`src/rtl/bp_be_issue_buffer_pkg.sv`:
```
// bp_be_pkg: shared types for the backend issue buffer.
//   bp_be_issue_state_e : issue-buffer control state (run / roll / resume).
package bp_be_pkg;

  typedef enum logic [1:0] {
    e_issue_run    = 2'd0,
    e_issue_roll   = 2'd1,
    e_issue_resume = 2'd2
  } bp_be_issue_state_e;

endpackage

```
`src/rtl/bp_be_issue_buffer_if.sv`:
```
// bp_be_issue_buffer_if: handshake bundle between the FE queue FIFO, the
// issue buffer and dispatch/commit logic.
//   master modport : the issue buffer itself (drives yumi, issue, FIFO controls)
//   slave modport  : the surrounding environment (FIFO head, dispatch, commit)
interface bp_be_issue_buffer_if #(
  parameter int fe_queue_width_p    = 128,
  parameter int fe_queue_fifo_els_p = 8,
  parameter int reg_addr_width_p    = 5
);
  localparam int inflight_width_lp = $clog2(fe_queue_fifo_els_p + 1);

  logic [fe_queue_width_p-1:0]  fe_queue_i;
  logic                         fe_queue_v_i;
  logic                         fe_queue_yumi_o;
  logic [reg_addr_width_p-1:0]  rs1_addr_i;
  logic                         rs1_v_i;
  logic [reg_addr_width_p-1:0]  rs2_addr_i;
  logic                         rs2_v_i;
  logic [fe_queue_width_p-1:0]  issue_pkt_o;
  logic                         issue_v_o;
  logic                         issue_ready_i;
  logic [reg_addr_width_p-1:0]  rs1_addr_o;
  logic [reg_addr_width_p-1:0]  rs2_addr_o;
  logic                         commit_v_i;
  logic                         flush_v_i;
  logic                         redirect_v_i;
  logic                         deq_v_o;
  logic                         roll_v_o;
  logic                         clr_v_o;
  logic [inflight_width_lp-1:0] inflight_o;
  logic [31:0]                  stall_cnt_o;

  modport master (
    input  fe_queue_i, fe_queue_v_i, rs1_addr_i, rs1_v_i, rs2_addr_i, rs2_v_i,
           issue_ready_i, commit_v_i, flush_v_i, redirect_v_i,
    output fe_queue_yumi_o, issue_pkt_o, issue_v_o, rs1_addr_o, rs2_addr_o,
           deq_v_o, roll_v_o, clr_v_o, inflight_o, stall_cnt_o
  );

  modport slave (
    output fe_queue_i, fe_queue_v_i, rs1_addr_i, rs1_v_i, rs2_addr_i, rs2_v_i,
           issue_ready_i, commit_v_i, flush_v_i, redirect_v_i,
    input  fe_queue_yumi_o, issue_pkt_o, issue_v_o, rs1_addr_o, rs2_addr_o,
           deq_v_o, roll_v_o, clr_v_o, inflight_o, stall_cnt_o
  );

endinterface

```
`src/rtl/bp_be_issue_buffer_inflight_counter.sv`:
```
// bp_be_inflight_counter: up/down counter of issued-but-uncommitted entries,
// with asynchronous active-low reset and synchronous clear.
//   clk_i, reset_n_i : clock, async active-low reset
//   clear_i          : return to init_val_p next cycle (has priority)
//   up_i / down_i    : step amounts (callers keep the count in [0, max_val_p])
//   count_o          : registered count
module bp_be_inflight_counter #(
  parameter int max_val_p  = 8,
  parameter int init_val_p = 0,
  parameter int max_step_p = 1,
  localparam int width_lp  = $clog2(max_val_p + 1),
  localparam int step_w_lp = $clog2(max_step_p + 1)
) (
  input  logic                 clk_i,
  input  logic                 reset_n_i,
  input  logic                 clear_i,
  input  logic [step_w_lp-1:0] up_i,
  input  logic [step_w_lp-1:0] down_i,
  output logic [width_lp-1:0]  count_o
);

  logic [width_lp-1:0] count_q, count_d;

  always_comb begin
    count_d = count_q;
    if (clear_i) count_d = width_lp'(init_val_p);
    else         count_d = count_q + width_lp'(up_i) - width_lp'(down_i);
  end

  always_ff @(posedge clk_i or negedge reset_n_i) begin
    if (!reset_n_i) count_q <= width_lp'(init_val_p);
    else            count_q <= count_d;
  end

  assign count_o = count_q;

endmodule

```
`src/rtl/bp_be_issue_buffer.sv`:
```
// bp_be_issue_buffer: pops FE queue entries into a single issue register with
// registered rs1/rs2 addresses, tracks in-flight (issued, uncommitted) entries
// and drives the FE queue FIFO's deq/roll/clr controls.
//   clk_i, reset_n_i : clock, async active-low reset
//   io (master)      : FIFO head + prefetched rs addresses in, yumi out;
//                      issue packet/valid out, ready in; commit/flush/redirect
//                      in; deq/roll/clr, inflight count, stall count out.
// Optional: define BP_BE_ISSUE_STALL_CNT_EN for a saturating 32-bit stall
// counter on stall_cnt_o; otherwise stall_cnt_o is tied to 0.
module bp_be_issue_buffer
  import bp_be_pkg::*;
#(
  parameter int fe_queue_width_p    = 128,
  parameter int fe_queue_fifo_els_p = 8,
  parameter int reg_addr_width_p    = 5
) (
  input logic                    clk_i,
  input logic                    reset_n_i,
  bp_be_issue_buffer_if.master   io
);

  localparam int inflight_width_lp = $clog2(fe_queue_fifo_els_p + 1);

  bp_be_issue_state_e state_q, state_d;

  logic [inflight_width_lp-1:0] inflight_q;
  logic [fe_queue_width_p-1:0]  issue_pkt_q;
  logic [reg_addr_width_p-1:0]  rs1_addr_q, rs2_addr_q;
  logic                         issue_v_q;

  logic full, yumi, deq;

  assign full = (inflight_q == inflight_width_lp'(fe_queue_fifo_els_p));

  // Combinational outputs are gated by reset so everything reads 0 while
  // reset is held, not just the registered outputs.
  always_comb begin
    state_d = state_q;
    yumi    = 1'b0;
    unique case (state_q)
      e_issue_run: begin
        yumi = io.fe_queue_v_i & (~issue_v_q | io.issue_ready_i) & ~full
             & ~io.flush_v_i & ~io.redirect_v_i;
      end
      e_issue_roll:   state_d = e_issue_resume;
      e_issue_resume: state_d = e_issue_run;
      default:        state_d = e_issue_run;
    endcase
    if (io.flush_v_i) state_d = e_issue_roll;
    yumi = yumi & reset_n_i;
  end

  assign deq = reset_n_i & io.commit_v_i & (inflight_q != '0);

  always_ff @(posedge clk_i or negedge reset_n_i) begin
    if (!reset_n_i) state_q <= e_issue_run;
    else            state_q <= state_d;
  end

  // Flush zeroes the count; a commit in the flush cycle still reaches the
  // FIFO through deq_v_o, so nothing is lost by dropping it here.
  bp_be_inflight_counter #(
    .max_val_p  (fe_queue_fifo_els_p),
    .init_val_p (0),
    .max_step_p (1)
  ) inflight_cnt (
    .clk_i     (clk_i),
    .reset_n_i (reset_n_i),
    .clear_i   (io.flush_v_i),
    .up_i      (yumi),
    .down_i    (deq),
    .count_o   (inflight_q)
  );

  always_ff @(posedge clk_i or negedge reset_n_i) begin
    if (!reset_n_i) begin
      issue_v_q   <= 1'b0;
      issue_pkt_q <= '0;
      rs1_addr_q  <= '0;
      rs2_addr_q  <= '0;
    end else if (io.flush_v_i) begin
      issue_v_q <= 1'b0;
    end else if (yumi) begin
      issue_v_q   <= 1'b1;
      issue_pkt_q <= io.fe_queue_i;
      rs1_addr_q  <= io.rs1_addr_i;
      rs2_addr_q  <= io.rs2_addr_i;
    end else if (io.issue_ready_i) begin
      issue_v_q <= 1'b0;
    end
  end

`ifdef BP_BE_ISSUE_STALL_CNT_EN
  logic [31:0] stall_cnt_q;
  logic        stall_inc;

  assign stall_inc = (issue_v_q & ~io.issue_ready_i) | (io.fe_queue_v_i & full);

  always_ff @(posedge clk_i or negedge reset_n_i) begin
    if (!reset_n_i)                        stall_cnt_q <= '0;
    else if (stall_inc && stall_cnt_q != '1) stall_cnt_q <= stall_cnt_q + 32'd1;
  end

  assign io.stall_cnt_o = stall_cnt_q;
`else
  assign io.stall_cnt_o = '0;
`endif

  assign io.fe_queue_yumi_o = yumi;
  assign io.deq_v_o         = deq;
  assign io.roll_v_o        = reset_n_i & io.flush_v_i;
  assign io.clr_v_o         = reset_n_i & io.redirect_v_i;
  assign io.issue_pkt_o     = issue_pkt_q;
  assign io.issue_v_o       = issue_v_q;
  assign io.rs1_addr_o      = rs1_addr_q;
  assign io.rs2_addr_o      = rs2_addr_q;
  assign io.inflight_o      = inflight_q;

  a_rs_valid_on_yumi: assert property (@(posedge clk_i) disable iff (!reset_n_i)
    yumi |-> (io.rs1_v_i && io.rs2_v_i));

  a_commit_nonempty: assert property (@(posedge clk_i) disable iff (!reset_n_i)
    io.commit_v_i |-> (inflight_q != '0));

endmodule

```
`src/flat_wrapper.sv`:
```
// flat-port wrapper written by rule: the top's interface ports become plain ports
module bp_be_issue_buffer_flat import bp_be_pkg::*;
#(
  parameter int fe_queue_width_p    = 128,
  parameter int fe_queue_fifo_els_p = 8,
  parameter int reg_addr_width_p    = 5
)
  (clk_i, reset_n_i, io_fe_queue_i, io_fe_queue_v_i, io_rs1_addr_i, io_rs1_v_i, io_rs2_addr_i, io_rs2_v_i, io_issue_ready_i, io_commit_v_i, io_flush_v_i, io_redirect_v_i, io_fe_queue_yumi_o, io_issue_pkt_o, io_issue_v_o, io_rs1_addr_o, io_rs2_addr_o, io_deq_v_o, io_roll_v_o, io_clr_v_o, io_inflight_o, io_stall_cnt_o);
  bp_be_issue_buffer_if #(.fe_queue_width_p(fe_queue_width_p), .fe_queue_fifo_els_p(fe_queue_fifo_els_p), .reg_addr_width_p(reg_addr_width_p)) io_i ();
  input logic clk_i;
  input logic reset_n_i;
  input wire logic [$bits(io_i.fe_queue_i)-1:0] io_fe_queue_i;
  input wire logic [$bits(io_i.fe_queue_v_i)-1:0] io_fe_queue_v_i;
  input wire logic [$bits(io_i.rs1_addr_i)-1:0] io_rs1_addr_i;
  input wire logic [$bits(io_i.rs1_v_i)-1:0] io_rs1_v_i;
  input wire logic [$bits(io_i.rs2_addr_i)-1:0] io_rs2_addr_i;
  input wire logic [$bits(io_i.rs2_v_i)-1:0] io_rs2_v_i;
  input wire logic [$bits(io_i.issue_ready_i)-1:0] io_issue_ready_i;
  input wire logic [$bits(io_i.commit_v_i)-1:0] io_commit_v_i;
  input wire logic [$bits(io_i.flush_v_i)-1:0] io_flush_v_i;
  input wire logic [$bits(io_i.redirect_v_i)-1:0] io_redirect_v_i;
  output wire logic [$bits(io_i.fe_queue_yumi_o)-1:0] io_fe_queue_yumi_o;
  output wire logic [$bits(io_i.issue_pkt_o)-1:0] io_issue_pkt_o;
  output wire logic [$bits(io_i.issue_v_o)-1:0] io_issue_v_o;
  output wire logic [$bits(io_i.rs1_addr_o)-1:0] io_rs1_addr_o;
  output wire logic [$bits(io_i.rs2_addr_o)-1:0] io_rs2_addr_o;
  output wire logic [$bits(io_i.deq_v_o)-1:0] io_deq_v_o;
  output wire logic [$bits(io_i.roll_v_o)-1:0] io_roll_v_o;
  output wire logic [$bits(io_i.clr_v_o)-1:0] io_clr_v_o;
  output wire logic [$bits(io_i.inflight_o)-1:0] io_inflight_o;
  output wire logic [$bits(io_i.stall_cnt_o)-1:0] io_stall_cnt_o;
  assign io_i.fe_queue_i = io_fe_queue_i;
  assign io_i.fe_queue_v_i = io_fe_queue_v_i;
  assign io_i.rs1_addr_i = io_rs1_addr_i;
  assign io_i.rs1_v_i = io_rs1_v_i;
  assign io_i.rs2_addr_i = io_rs2_addr_i;
  assign io_i.rs2_v_i = io_rs2_v_i;
  assign io_i.issue_ready_i = io_issue_ready_i;
  assign io_i.commit_v_i = io_commit_v_i;
  assign io_i.flush_v_i = io_flush_v_i;
  assign io_i.redirect_v_i = io_redirect_v_i;
  assign io_fe_queue_yumi_o = io_i.fe_queue_yumi_o;
  assign io_issue_pkt_o = io_i.issue_pkt_o;
  assign io_issue_v_o = io_i.issue_v_o;
  assign io_rs1_addr_o = io_i.rs1_addr_o;
  assign io_rs2_addr_o = io_i.rs2_addr_o;
  assign io_deq_v_o = io_i.deq_v_o;
  assign io_roll_v_o = io_i.roll_v_o;
  assign io_clr_v_o = io_i.clr_v_o;
  assign io_inflight_o = io_i.inflight_o;
  assign io_stall_cnt_o = io_i.stall_cnt_o;
  bp_be_issue_buffer #(.fe_queue_width_p(fe_queue_width_p), .fe_queue_fifo_els_p(fe_queue_fifo_els_p), .reg_addr_width_p(reg_addr_width_p)) u_core (.clk_i(clk_i), .reset_n_i(reset_n_i), .io(io_i));
endmodule
```
`config.mk`:
```
export PLATFORM = sky130hd
export DESIGN_NAME = bp_be_issue_buffer_flat
export DESIGN_NICKNAME = d
export VERILOG_FILES = /design/src/rtl/bp_be_issue_buffer_pkg.sv /design/src/rtl/bp_be_issue_buffer_if.sv /design/src/rtl/bp_be_issue_buffer_inflight_counter.sv /design/src/rtl/bp_be_issue_buffer.sv /design/src/flat_wrapper.sv
export SDC_FILE = /design/constraint.sdc
export NUM_CORES = 1
export LEC_CHECK = 0
export ABC_AREA = 0
export CORE_MARGIN = 8
export CORE_UTILIZATION = 25
export DETAILED_ROUTE_END_ITERATION = 6
export SYNTH_ARGS = -nofsm -noshare
export SYNTH_HDL_FRONTEND = slang
export SYNTH_SLANG_ARGS = --single-unit
```
`constraint.sdc`:
```
create_clock -name clk_i -period 2.1 [get_ports clk_i]
set_input_delay 0.42 -clock clk_i [delete_from_list [all_inputs] [get_ports clk_i]]
set_output_delay 0.42 -clock clk_i [all_outputs]
set_load 0.05 [all_outputs]
```
==> impl_metrics.toml <==
[outcome]
status = "finished, violations left"
violations = "setup timing"

[pwr]
p_leak_nw = 4.32
powerDensity_nw_per_um2 = 1530
power.total_mw = 15.1
ir_worst_vdd_v = 0.000769

[setup_path]
worstPathMaxFanout = 2
endpoint_kind = "primary output"
path_cells = "ha_4 -> a2111oi_4 -> buf_4 -> buf_6 -> buf_12"
cp_slowest_stage_delay_ns = 0.42
critPathKind = "reg2out"
r2r_start = "u_core.inflight_cnt.count_o[3]"
arrival_ns = 1.76
cp-startpoint = "u_core.inflight_cnt.count_o[3]"
cp_slowest_cell = "dfrtp_2"
worst_setup_path_start_kind = "flip-flop"
cp_data_required_time_ns = 1.68

[routing]
drc = 0
dr.pass1.iters = 3
vias = 3994
met2_length_mm = 8.38
routed_wl_mm = 17.1
viasPerCell = 4.05
met3WireLength_mm = 2.12
wl_per_cell_um = 17.3
dr.max_layer_used = "met4"
ant_nets = 0
drt-initial-drc-count = 89
met1_length_mm = 6.36

[place]
post_dp_cell_area_um2 = 9160
port_buffers = 291
post-dp-hpwl_mm = 13.6
dp.cells = 947
gp_congestion = 0.725

[floorplan]
fp.dieW_um = 168
ios = 326
core_um2 = 22700
dieArea_um2 = 28400
start_util_pct = 25.6
rows = 55
die_h_um = 168

[layout]
fin_nets = 842
diodes = 0
final_cell_area_um2 = 9830
final_layout_size_suffix_gt1_share_pct = 17.5
syn_to_final_growth_pct = 69.2
fin_cells = 986

[timing]
period_share_pct = 104
fin_skew_ns = 0.0102
finalSetupViolations = 1
period_minus_slack_ns = 2.18
worst_slew_margin_rel_pct = 50.2
clock.fmax_mhz = 460
setup_ws_ns = -0.0760
worst_slew_pin_slew_ns = 0.746
rsz0062_at_grt = "true"
hold_ws_ns = 0.0945
hold_violations = 0
slew_violations = 0
tns_ns = -0.0760

[clock_tree]
clk_pin_slew_ns = 0.07
tritoncts = "yes"
clk-insertion-delay-late_ns = 0.41
cts_buffer_depth = 2
cts_sinks = 145
clock-root-buffer = "clkbuf_16"
cts_buffers = 17
cts.hold.buffers_added = 0
htree_num_levels = 4

[yosys]
synth-simple-area-share_pct = 1.27
synthDistinctLibCells = 21
yosys.area_share.xor_xnor_pct = 0.151
ys_warn_count = 0
synthCells = 367
synth.area.mux_share_pct = 26.9
synth_seq_cells = 145
netlist_area_um2 = 5810
ys_seq_area_share_pct = 62.5
synth_area_per_cell_um2 = 15.8
synth_top_family_by_area = "multiplexers"
synthAdderAreaFrac_pct = 1.64
synth-compound-area-share_pct = 0.905

[global_route]
antenna_found_initial = 0
grt_pass1_wl_mm = 27.1
grt_max_degree = 62
grt_use_total_pct = 12.1
grt_remaining_overflow = 0
first_global_vias = 4727

[worst_hold_path]
hp-class = "in2async"

[job]
drv_cap = 0
synth_stat cells:
master	count	share of area, %
dfrtp_1	145	62
mux2_1	100	19
buf_4	42	5.4
mux2_2	39	7.6
inv_1	8	0.52
ha_1	6	1.3
buf_2	4	0.34
nor2_1	4	0.26
nor2b_1	4	0.43
a21o_1	2	0.26
a21oi_1	2	0.17
and2_1	2	0.22
a2111oi_4	1	0.47
buf_6	1	0.19
clkbuf_1	1	0.065
conb_1	1	0.065
fa_1	1	0.34
nand2_1	1	0.065
nand4bb_1	1	0.19
or2_1	1	0.11
xnor2_1	1	0.15
timing repair:
item	in CTS	in global routing
gates cloned	0	0
setup buffers	4	4
endpoints found under the setup margin	2	6
pin swaps	2	5
resized for setup	8	10
flip-flops by register name, summed over array words and instances, names as in the netlist:
name                         cells
u_core.io.issue_pkt_o          128
u_core.io.rs1_addr_o             5
u_core.io.rs2_addr_o             5
u_core.inflight_cnt.count_o      4
u_core.state_q                   2
u_core.io.issue_v_o              1
final cells by class:
class / count / area [um2]
fill: 2053 / 12900
sequential: 145 / 3630
timing repair buffer: 319 / 3220
multi-input combinational: 197 / 2020
clock buffer: 19 / 433
tap: 285 / 357
clock inverter: 13 / 126
inverter: 8 / 32.5
per-layer routing:
metal / vias up / track usage [%]
met5: - / 0
li1: 1842 / -
met3: 12 / 6.74
met2: 213 / 20.8
met1: 1927 / 12.6
met4: 0 / 3.38
metrics by stage:
stage	setup WS (ns)	utilization, %
2_1_floorplan	-0.231	-
3_3_place_gp	-0.287	40.3
3_5_place_dp	-0.309	40.3
4_1_cts	-0.0765	43.1
5_1_grt	-0.135	43.3
6_report	-0.0760	43.3
cells in the final DEF (no fill, tap or decap), types with 3 or more instances in the layout:
cell / count
mux2_1: 100
clkdlybuf4s50_1: 277
clkinvlp_4: 3
buf_4: 24
mux2_2: 38
buf_6: 3
inv_1: 4
inv_2: 3
nor2b_1: 4
dlygate4sd2_1: 3
dlymetal6s2s_1: 4
inv_6: 4
ha_4: 5
clkbuf_16: 17
conb_1: 32
buf_12: 8
nor2_1: 3
dfrtp_2: 4
dfrtp_1: 141
worst paths after layout:
kind | endpoint | slack [ns] | cells after the start
min in group clk_i | u_core.state_q[0] | 0.42 | 2
max in group asynchronous | u_core.io.issue_pkt_o[99] | 1.03 | 3
hold / removal | u_core.io.issue_pkt_o[108] | 0.09 | 2
setup / recovery | io_fe_queue_yumi_o | -0.08 | 5
setup reg to reg | u_core.io.issue_pkt_o[16] | 0.05 | 6
hold reg to reg | u_core.io.issue_pkt_o[8] | 0.48 | 1
kinds of logic (layout without fill, tap and decap cells):
kind of cell / Yosys count / count (layout)
adders and majority gates: 7 / 7
and+or+nand+nor: 13 / 13
xor gates and xnor gates: 1 / 1
other: 1 / 32
buffers and inverters: 56 / 359
DFF: 145 / 145
muxes: 139 / 139
AOI/OAI and AO/OA: 5 / 5
critical path: cells and delay by family (launching register included):
family                   cells  cell delay, ns
adder cells (fa/ha/maj)      1            0.17
AO/OA/AOI/OAI                1            0.36
buffers and inverters        3            0.40
flip-flops                   1            0.42
where the power goes:
group	leakage (nW)	total, mW	switching, mW	internal [mW]
Clock	0.267	2.87	1.22	1.65
Combinational	2.25	7.81	5.04	2.77
Sequential	1.81	4.38	0.545	3.83
Power figures use the tool's default switching activity.
